$ cat src/rtl/wb_regfile.sv
// wb_regfile: MIPS write-back select and 32-entry register file with forwarding feedback.
// Define WB_BYPASS_EN for same-cycle write-through on the read ports.
module wb_regfile #(
    parameter int DATA_W   = 32,
    parameter int ADDR_W   = 5,
    parameter int LINK_REG = 31
) (
    input  logic              clk,
    input  logic              rst,
    input  logic [1:0]        wb_ctrl,
    input  logic [DATA_W-1:0] rd_data,
    input  logic [DATA_W-1:0] alu_addr,
    input  logic [ADDR_W-1:0] wn,
    input  logic              jal,
    input  logic [ADDR_W-1:0] rs_addr,
    input  logic [ADDR_W-1:0] rt_addr,
    output logic [DATA_W-1:0] rs_data,
    output logic [DATA_W-1:0] rt_data,
    output logic              wb_wen,
    output logic [ADDR_W-1:0] wb_waddr,
    output logic [DATA_W-1:0] wb_wdata,
    output logic [31:0]       wb_count
);
    logic [DATA_W-1:0] regs [2**ADDR_W];

    always_comb begin
        wb_waddr = jal ? ADDR_W'(LINK_REG) : wn;
        wb_wdata = (!jal && wb_ctrl[0]) ? rd_data : alu_addr;
        wb_wen   = (jal || wb_ctrl[1]) && (wb_waddr != '0) && !rst;
    end

    always_ff @(posedge clk) begin
        if (rst) begin
            for (int i = 0; i < 2**ADDR_W; i++) regs[i] <= '0;
            wb_count <= '0;
        end else if (wb_wen) begin
            regs[wb_waddr] <= wb_wdata;
            wb_count       <= wb_count + 32'd1;
        end
    end

`ifdef WB_BYPASS_EN
    // wb_wen already excludes index 0, so $0 still reads as zero
    assign rs_data = (rs_addr == '0) ? '0 : (wb_wen && rs_addr == wb_waddr) ? wb_wdata : regs[rs_addr];
    assign rt_data = (rt_addr == '0) ? '0 : (wb_wen && rt_addr == wb_waddr) ? wb_wdata : regs[rt_addr];
`else
    assign rs_data = (rs_addr == '0) ? '0 : regs[rs_addr];
    assign rt_data = (rt_addr == '0) ? '0 : regs[rt_addr];
`endif
endmodule

$ cat config.mk
export PLATFORM = sky130hd
export DESIGN_NAME = wb_regfile
export DESIGN_NICKNAME = d
export VERILOG_FILES = /design/src/rtl/wb_regfile.sv
export SDC_FILE = /design/constraint.sdc
export NUM_CORES = 2
export LEC_CHECK = 0
export CAP_MARGIN = 20
export CORE_MARGIN = 2
export CORE_UTILIZATION = 35
export CTS_BUF_LIST = sky130_fd_sc_hd__clkbuf_16
export CTS_CLUSTER_DIAMETER = 120
export CTS_CLUSTER_SIZE = 10
export DETAILED_ROUTE_END_ITERATION = 7
export GPL_TIMING_DRIVEN = 0
export PLACE_DENSITY = 0.54
export SYNTH_ARGS = -nofsm -noshare
export SYNTH_HDL_FRONTEND = slang
export SYNTH_SLANG_ARGS = --single-unit
$ cat constraint.sdc
create_clock -name clk -period 4.31 [get_ports clk]
set_clock_uncertainty 0.15 [all_clocks]
set_input_delay 1.0775 -clock clk [delete_from_list [all_inputs] [get_ports clk]]
set_output_delay 1.0775 -clock clk [all_outputs]
set_load 0.05 [all_outputs]
# Yosys cells after proc, flatten, opt, wreduce, memory -nomap -nowiden
# Memories as Yosys holds them, arrays and structs flattened.
# Cells that the tools add are included.
# word_totals
ff_bits	32
mem_bits_rw	1024
inputBits	84
out_inout_bits	134
wordCells	25
mem_count	1
# classes
addsub	1
muxes	12
n_reduce_logical	10
# memory_table
name	words	word_bits	rd	rd_ports_with_merged_regs	wr	line	rtl
regs	32	32	2	0	32	24	logic [DATA_W-1:0] regs [2**ADDR_W];
# ops
operator	n
2-to-1 mux 32 bit	4
adder 32 x 1 -> 32 bit, second input constant	1
OR reduction 32 bit	1
zero test 5 bit	2
2-to-1 mux 5 bit	2
2-to-1 mux 1 bit	6
nonzero test 5 bit	1
logical AND 1 bit	3
zero test 1 bit	2
logical OR 1 bit	1

# Depth between registers and ports, before layout
# depth
word_depth	9
ltp_mapped	7
depth_no_buf	5

# Worst setup path before layout
# Ideal clock, no wire load.
# synth_timing
path_type	input to output
start	in rs_addr[1]
end	out rs_data[14]
arrival_time_ps	3582
required_time_ps	3083
slack_ps	-500
stages	7
n_path_buf	3
path_cell_list	buf_2 buf_2 nor2_1 clkbuf_1 a221oi_1 o21ai_0 a311oi_1
# synth_via
elab_chain_cells	2
word_cells_on_any_way	3
classes_between	mux: 1; reduce/logical: 1; memory: 1
# synth_lines
element	line	rtl
from (decl)	15	input logic [ADDR_W-1:0] rs_addr,
memory read (32 x 32 bit) or zero test 5 bit (tied branches)	n/a	
2-to-1 mux 32 bit (*)	47	assign rs_data = (rs_addr == '0) ? '0 : regs[rs_addr];
to (decl)	17	output logic [DATA_W-1:0] rs_data,
# Every way passes the cells marked *; elsewhere a longest branch is shown, timed or not.

==> metrics.txt <==
Synth top area share 56.90%; initial antenna violation count 6; CTS Buffer Depth 3; max incr delay on CP 690 ps; largest net degree at the start of global routing 33; die height 396.9 µm; overall power 25.85 mW; I/O Buffers 209; status finished, violations left; Via density 6.276; crit-path max FO 18; clock tree sinks 1056; P_sw 7.482 mW; final period utilization 104.9%; Hold Crit Start wb_count[12]; Worst Path Required 4610 ps; crit-path cells clkdlybuf4s50_1 -> or2_2 -> nor2_1 -> nand2_1 -> clkbuf_1 -> nand2_2 -> buf_12; Comb pwr share 18.6%; Synth Register Bits 1056; GRT Total Usage 29.00%; hold_buf cts 0; gr ovfl total 0; slowest CP cell nand2_1; relative slew slack 29.60%; CP endpoint kind register; DR WL/cell 36.06 µm; end point of the worst hold path wb_count[12]; WHS 345.1 ps; Setup WS post-layout -210.2 ps; Reg-to-Reg Start wb_count[4]; sequential-to-total area share from yosys stat 58.09%; core footprint 153700 µm²; Max VDD drop 0.3347 mV; WHS Path Cells 2; remaining routing DRC violations 0; Post-synth EDFFs 1024; main flop type after synthesis edfxtp_1; P_leak 23.03 nW; H-Tree Depth 3; Clock Power Share 34.6%; DPL Wire Length 166100 µm; main area contributors after synthesis edfxtp_1 57%, mux4_2 19%, nor2_1 7.1%, mux2i_1 3.0%, clkbuf_1 2.0%; unrepaired setup endpoints after global routing yes; Commonest cells post-synth 1024 x edfxtp_1, 1017 x nor2_1, 448 x mux4_2; Nets 4453; Min-Delay Path Class register to register; count leader, synth edfxtp_1; Sequential Power Share 46.8%; row count 144; reg2reg path depth 5; P_int 18.37 mW; Arrival @ worst endpoint 4820 ps; switching part of the total 28.94%; crit path kind primary input to register; Yosys Warn Count 0; I/O pin count 218; routability cong. 0.9643; Routed WL 232100 µm; worst-skew pair later-pin latency 750 ps; DRT iter0 DRCs 6415; Vias 40389; Final Critical Period 4520 ps; Die X 396.9 µm; R2R setup slack 1890 ps; Area Overhead vs Synth 24.75%; TritonRoute pass-1 iters 8; die area 157600 µm²; total CTS buffers 116; Synth Instances 3916; Post-Route Setup TNS -9500 ps; CTS tree built; Initial Utilization 35.16%; CP Launch Type primary input; vias in the first global route 39477; Post-Syn Area 54040 µm²; maximum clock rate 221.2 MHz; final core utilization 43.87%; # Max-Cap Violations 0; first-pass GRT wire length 314200 µm; Worst Max-Slew Pin Slew 1056 ps; reg-to-reg endpoint wb_count[30]; final setup fails 73; Final Hold Vio Count 0; layout cells sized above 1 31.97%; fraction of registers with async set or reset after synthesis 0%; DRT antenna net count 0; failing checks negative setup slack; final max-slew violation count 0; power density over the cells 383.5 nW/µm²; Syn Area/Cell 13.80 µm²; CTS root buf clkbuf_16; Netlist cell types 53; post-synth top area cell edfxtp_1; clock transition at the registers of the reported paths 60 ps
layer usage:
layer,GRT usage [%],part of all wire (%),vias up
li1,-,-,15790
met1,38.00,37,20928
met2,43.78,44,3027
met3,9.633,13,638
met4,12.97,5.2,6
met5,0,0.015,-
power groups by stage:
stage	logic (mW)	registers, mW	clock network [mW]
finish	4.81	12.1	8.93
global route	4.88	12.2	9.29
CTS	4.64	12.1	8.95
detailed placement	4.11	12.3	0
global placement	4.00	12.3	0
floorplan	2.37	12.2	0
stage by stage:
step / instances / instance area, µm² / worst slack [ps]
floorplan: 3947 / 54560 / 12.76
global placement: 6200 / 59210 / -3932
detailed placement: 6239 / 60050 / -3021
CTS: 6411 / 66900 / -32.10
global route: 6430 / 67400 / -120.5
finish: 6435 / 67420 / -210.2
state kept, by name, indices dropped and copies added (netlist names):
signal	cells
regs	1024
wb_count	32
logic make-up (layout without fill, tap and decap cells):
kind of cell,Yosys count,in the layout,synth area share [%]
buffers and inverters,455,894,3.417
xor gates and xnor gates,3,3,0.04863
and+or+nand+nor,1328,1328,9.972
other,1,37,0.006939
adders and majority gates,1,1,0.02315
muxes,681,681,23.15
DFF,1056,1056,58.09
AOI/OAI and AO/OA,391,391,5.293
final cells by class:
cell class,count,area [µm²]
Inverter,42,161.4
Timing Repair Buffer,309,3337
Clock inverter,20,165.2
Multi-Input combinational cell,2436,23310
Buffer,407,3576
Clock buffer,116,2903
Tap cell,2044,2557
Sequential cell,1056,31390
Antenna cell,5,12.51
Fill cell,13884,86270
worst max path at each step:
stage,start,endpoint,slack [ps],cells past startpoint
after floorplan,rs_addr[1],rs_data[14],10,7
after global placement,jal,wb_wdata[31],-3930,9
after detailed placement,jal,wb_wdata[28],-3020,9
after CTS,rs_addr[0],rs_data[11],-30,8
after global routing,wn[2],regs[9][13],-120,7
final,wn[2],regs[9][13],-210,7
critical path, delay by kind of cell:
family | cells | cell delay [ps]
AND/OR/NAND/NOR | 4 | 2300
buffers and inverters | 3 | 1370
cells in the final DEF, fill, tap and decap left out, types with 33 or more instances in the layout:
master	synthesis	layout
buf_4	0	85
clkbuf_1	295	162
clkbuf_4	0	36
nand2_2	0	34
a311oi_2	0	33
buf_6	1	80
a22oi_2	0	36
nor2b_1	75	70
mux2i_1	162	130
clkbuf_8	0	46
edfxtp_1	1024	1024
mux4_2	448	448
a211oi_4	0	40
buf_8	0	33
buf_12	0	64
inv_1	41	51
nor2_1	1017	1008
buf_2	105	39
o2111ai_1	45	34
o21ai_0	92	41
clkbuf_16	0	123
nand2_1	162	127
mux2_2	71	70
clkdlybuf4s50_1	0	109
timing repair:
action                      CTS  global route
setup buffers                41            17
resized for setup          1436           112
cloned                        1             2
pin swaps                    74            32
hold endpoints to repair      0             0
setup endpoints to repair  1924           179
Note: power is estimated with default switching activity, not from simulation.
